==> config.mk <==
export PLATFORM = sky130hd
export DESIGN_NAME = fifo_write_arbiter
export DESIGN_NICKNAME = d
export VERILOG_FILES = /design/src/rtl/fifo_write_arbiter_pkg.sv /design/src/rtl/fifo_write_arbiter.sv
export SDC_FILE = /design/constraint.sdc
export NUM_CORES = 1
export LEC_CHECK = 0
export CORE_MARGIN = 5
export CORE_UTILIZATION = 45
export CTS_BUF_LIST = sky130_fd_sc_hd__clkbuf_16
export DETAILED_ROUTE_END_ITERATION = 10
export DONT_BUFFER_PORTS = 1
export PLACE_DENSITY_LB_ADDON = 0.05
export SLEW_MARGIN = 15
export SYNTH_ARGS = -nofsm -noshare
export SYNTH_HDL_FRONTEND = slang
export SYNTH_SLANG_ARGS = --single-unit
==> constraint.sdc <==
create_clock -name clk -period 2.1 [get_ports clk]
set_clock_uncertainty 0.2 [all_clocks]
set_input_delay 0 -clock clk [delete_from_list [all_inputs] [get_ports clk]]
set_output_delay 0 -clock clk [all_outputs]
set_load 0.01 [all_outputs]
==> src/rtl/fifo_write_arbiter_pkg.sv <==
// Shared definitions for the FIFO write arbiter and the FIFO instance it feeds.
package fifo_write_arbiter_pkg;

    typedef enum logic [1:0] {
        ST_INIT = 2'd0,
        ST_IDLE = 2'd1,
        ST_HOLD = 2'd2
    } arb_state_e;

    localparam int DEFAULT_BITS = 8;

endpackage

==> src/rtl/fifo_write_arbiter.sv <==
// Round-robin arbiter sharing one FIFO write port between two byte producers,
// with a post-reset settle window and a saturating full-stall counter.
//
// state | meaning
// INIT  | waiting for the FIFO flags to settle; fifo_full ignored
// IDLE  | sampling requests and fifo_full, may grant
// HOLD  | one-cycle gap after a grant; requests ignored
module fifo_write_arbiter
    import fifo_write_arbiter_pkg::*;
#(
    parameter int Bits       = DEFAULT_BITS,
    parameter int InitCycles = 2,
    parameter int StallWidth = 8
) (
    input  logic                  clk,
    input  logic                  reset,
    input  logic                  req0,
    input  logic [Bits-1:0]       data0,
    output logic                  ack0,
    input  logic                  req1,
    input  logic [Bits-1:0]       data1,
    output logic                  ack1,
    input  logic                  fifo_full,
    output logic                  fifo_wr,
    output logic [Bits-1:0]       fifo_din,
    input  logic                  stall_clr,
    output logic [StallWidth-1:0] stall_cnt,
    output logic                  last_grant,
    output logic                  busy
);

    localparam int              CntW     = $clog2(InitCycles);
    localparam logic [CntW-1:0] InitLast = CntW'(InitCycles - 1);

    arb_state_e            state_q;
    logic [CntW-1:0]       init_cnt_q;
    logic                  prio_q;
    logic                  wr_q;
    logic [Bits-1:0]       din_q;
    logic                  ack0_q;
    logic                  ack1_q;
    logic [StallWidth-1:0] stall_q;
    logic                  last_q;
    logic                  busy_q;

    logic req_any_d;
    logic pick1_d;
    logic stall_sat_d;

    assign req_any_d   = req0 | req1;
    // Requester 1 wins when it is alone, or when both ask and it holds priority.
    assign pick1_d     = req1 & (~req0 | prio_q);
    assign stall_sat_d = &stall_q;

    always_ff @(posedge clk or posedge reset) begin
        if (reset) begin
            state_q    <= ST_INIT;
            init_cnt_q <= '0;
            prio_q     <= 1'b0;
            wr_q       <= 1'b0;
            din_q      <= '0;
            ack0_q     <= 1'b0;
            ack1_q     <= 1'b0;
            stall_q    <= '0;
            last_q     <= 1'b0;
            busy_q     <= 1'b1;
        end else begin
            wr_q   <= 1'b0;
            ack0_q <= 1'b0;
            ack1_q <= 1'b0;
            if (stall_clr) begin
                stall_q <= '0;
            end
            case (state_q)
                ST_INIT: begin
                    busy_q <= 1'b1;
                    if (init_cnt_q == InitLast) begin
                        init_cnt_q <= '0;
                        state_q    <= ST_IDLE;
                        busy_q     <= 1'b0;
                    end else begin
                        init_cnt_q <= init_cnt_q + 1'b1;
                    end
                end
                ST_IDLE: begin
                    if (req_any_d && !fifo_full) begin
                        state_q <= ST_HOLD;
                        busy_q  <= 1'b1;
                        wr_q    <= 1'b1;
                        din_q   <= pick1_d ? data1 : data0;
                        ack0_q  <= ~pick1_d;
                        ack1_q  <= pick1_d;
                        last_q  <= pick1_d;
                        prio_q  <= ~pick1_d;
                    end else if (req_any_d && !stall_clr && !stall_sat_d) begin
                        stall_q <= stall_q + 1'b1;
                    end
                end
                ST_HOLD: begin
                    state_q <= ST_IDLE;
                    busy_q  <= 1'b0;
                end
                default: begin
                    state_q    <= ST_INIT;
                    init_cnt_q <= '0;
                    busy_q     <= 1'b1;
                end
            endcase
        end
    end

    assign ack0       = ack0_q;
    assign ack1       = ack1_q;
    assign fifo_wr    = wr_q;
    assign fifo_din   = din_q;
    assign stall_cnt  = stall_q;
    assign last_grant = last_q;
    assign busy       = busy_q;

endmodule

==> flow_metrics.py <==
metrics = {
    "floorplan": {
        "fp.dieH_um": 65.0,
        "fp-row-count": 20,
        "start_util_pct": 45.8,
        "die_w_um": 65.0,
        "core-area_um2": 2980,
        "die_area_um2": 4230,
        "num_io_pins": 43,
    },
    "pwr": {
        "ir_drop_uv": 536,
        "p_sw_uw": 635,
        "p_int_uw": 1170,
        "switching_share_pct": 35.3,
        "combPwrFrac_pct": 31.4,
        "clkPwrFrac_pct": 23.1,
        "powerDensity_nw_per_um2": 1050,
        "p_leak_uw": 0.000709,
        "p_seq_share_pct": 45.5,
    },
    "timing": {
        "final.setup.tns_ns": 0,
        "setup_ws_ns": 0.106,
        "fin_crit_ns": 1.99,
        "fmax_mhz": 501,
        "fin_crit_sh_pct": 95.0,
        "maxSlewViolCount": 0,
        "setup_viol": 0,
        "slew_headroom_pct": 72.9,
        "tightest_slew_ns": 0.406,
        "hold_viol_final": 0,
        "fin_hold_ws_ns": 0.00329,
        "rsz0062_at_grt": "false",
    },
    "synthesis": {
        "syn_inst": 133,
        "synth_seq_cells": 25,
        "async_reset_ff_share_pct": 100,
        "yosys-top-cells-area": "dfrtp_1, ha_1, a21oi_1, o211ai_1, mux2_2",
        "syn-cell-area_um2": 1360,
        "syn-num-nets": 161,
        "synth_flop_cell": "dfrtp_1",
        "synthTopCellsByCount": "dfrtp_1, a21oi_1, o211ai_1, o21ai_0, a31oi_1",
        "avgSynthCellArea_um2": 10.2,
        "yosysUniqueCellTypes": 33,
        "synth_warnings": 0,
        "synth_seq_area_share_pct": 46.0,
        "synth_most_common_cell": "dfrtp_1",
        "synth_top_cell_area_share_pct": 44.1,
        "synth_edf_count": 0,
        "synth_top_area_cell": "dfrtp_1",
    },
    "clock_network": {
        "cts_tree": "done",
        "cts.clk_slew.worst_paths_ns": 0.06,
        "cts_setup_buffers": 0,
        "clock_path_buffers": 2,
        "clock-sinks": 25,
        "h-tree-depth": 1,
        "cts-root-buf": "clkbuf_16",
        "clock_latency_ns": 0.26,
        "cts_made_buffers": 3,
    },
    "detailed_routing": {
        "firstDrtPassIters": 4,
        "routed_wl_um": 3300,
        "vias_per_cell": 6.02,
        "drt_iter0_markers": 73,
        "postRouteAntennaNets": 0,
        "vias": 1143,
        "drc_errors": 0,
        "routedWlPerCell_um": 17.4,
    },
    "critical_path": {
        "slowest_delay_ns": 0.60,
        "required_ns": 2.03,
        "worstPathArrival_ns": 1.92,
        "crit_chain": "inv_1 -> ha_4 -> o2111ai_2 -> dlygate4sd3_1 -> a21oi_1 -> a211oi_1",
        "r2r_start": "state_q[1]",
        "crit_type": "flop to flop",
        "slowest_stage": "dlygate4sd3_1",
        "crit_path_end_kind": "flop",
        "cp.buffers_inverters": 2,
        "cp-startpoint": "state_q[1]",
        "worst-path-max-fanout": 4,
        "critPathLaunchType": "flop",
        "path_delay_family": "buffers and inverters",
    },
    "final_layout": {
        "multi_input_area_um2": 683,
        "finish.instance_area_um2": 1720,
        "fillers": 257,
        "seqCellArea_um2": 627,
        "instances_no_fill": 190,
        "final_net_count": 186,
        "final_layout_size_suffix_gt1_share_pct": 11.5,
        "diodes": 0,
        "area_growth_pct": 26.0,
    },
    "outcome": {
        "outcome": "finished, final reports clean",
    },
    "grt": {
        "grt_max_degree": 26,
        "antenna_found_initial": 0,
        "grtUsageTotal_pct": 16.4,
        "grt_pass1_wl_um": 5410,
        "first_global_vias": 1161,
        "grt_overflow_total": 0,
    },
    "hold_path": {
        "hp-class": "input port to flop",
        "worstHoldStart": "fifo_full",
    },
    "place": {
        "place_area_um2": 1400,
        "numPortBuffers": 0,
        "dpl_worst_slack_ns": 0.193,
        "dpl.cell_count": 163,
        "dp_hpwl_um": 2280,
        "gp_congestion": 0.795,
    },
    "run": {
        "maxCapViolCount": 0,
    },
}
[worst paths after layout]
check	to	slack (ns)	cells after the start
min in group asynchronous	stall_cnt[1]	0.03	3
min	fifo_din[1]	0.003	3
min reg2reg	init_cnt_q	0.34	2
max in group asynchronous	busy	1.38	3
max	stall_cnt[2]	0.11	6
max reg2reg	stall_cnt[2]	0.11	6
[final cells by class]
class                   instances  area share (%)
well taps                      33            2.41
inverters                       7            1.53
flip-flops and latches         25            36.5
clock buffers                   3            4.37
repair buffers                 27            15.2
multi-input cells              94            39.8
clock inverters                 1           0.219
[layout by cell type (no fill, tap or decap)]
master         count
a21oi_1           14
and4_1             2
o211ai_1           9
nand3_1            3
nor4_2             2
dlygate4sd3_1     23
ha_4               1
a211oi_1           2
o21ai_0            9
a31oi_1            8
mux2_1             1
o211a_1            1
dfstp_2            1
nand4b_1           1
inv_1              8
o2111ai_2          1
and2_1             1
nor3_1             5
clkbuf_16          3
nand2_1            1
and3_1             1
buf_4              4
nand2b_1           3
a41oi_1            2
mux2i_1            3
nor2_1             5
mux2_2             5
nor2b_1            5
o21ba_2            1
nor4_1             1
o21bai_1           1
o21a_1             1
dfrtp_1           24
ha_1               5
[state kept, by name, summed over array words and instances, names as in the netlist]
register	flops
stall_cnt	8
init_cnt_q	1
prio_q	1
last_grant	1
state_q	2
ack1	1
busy	1
ack0	1
fifo_din	8
fifo_wr	1
[stage by stage]
stage                     utilization [%]  total power [uW]
after floorplan                         -              1210
after global placement               46.8              1310
after detailed placement             46.8              1330
after CTS                            57.2              1800
after global routing                 57.6              1930
final                                57.6              1800
[power groups by stage]
| stage | Sequential [uW] | Clock (uW) | Combinational [uW] |
|---|---|---|---|
| after floorplan | 770 | 0 | 442 |
| after detailed placement | 823 | 0 | 508 |
| after global routing | 841 | 453 | 631 |
| after CTS | 816 | 431 | 554 |
| after global placement | 820 | 0 | 489 |
| final | 819 | 417 | 565 |
[what timing repair did]
item                       4_1_cts  5_1_grt
hold buffers                    23        0
gates resized for setup          0        2
setup endpoints to repair        0        2
hold endpoints to repair        44        0
[cells by family (layout without fill, tap and decap cells)]
family	after synthesis	in the layout	share of synthesized area, %
AOI/OAI and AO/OA	49	49	23.1
and+or+nand+nor	30	30	13.4
DFF	25	25	46.0
buffers and inverters	14	38	4.77
muxes	9	9	7.16
adders and majority gates	6	6	5.51
[per-layer routing]
metal | part of all wire, % | GRT usage, % | vias to the layer above | wire length (um)
met5 | 0 | 0 | - | 0
met4 | 1.5 | 7.51 | 0 | 51
met3 | 7.4 | 3.12 | 6 | 243
met2 | 48 | 27.6 | 38 | 1580
met1 | 43 | 20.2 | 548 | 1430
li1 | - | - | 551 | -
[worst reg2reg max path: stages, from the launching register on]
cell and delay [ns]:
dfrtp_1 0.40, inv_1 0.13, ha_4 0.17, o2111ai_2 0.14, dlygate4sd3_1 0.60, a21oi_1 0.12
a211oi_1 0.09
Power figures use the tool's default switching activity.
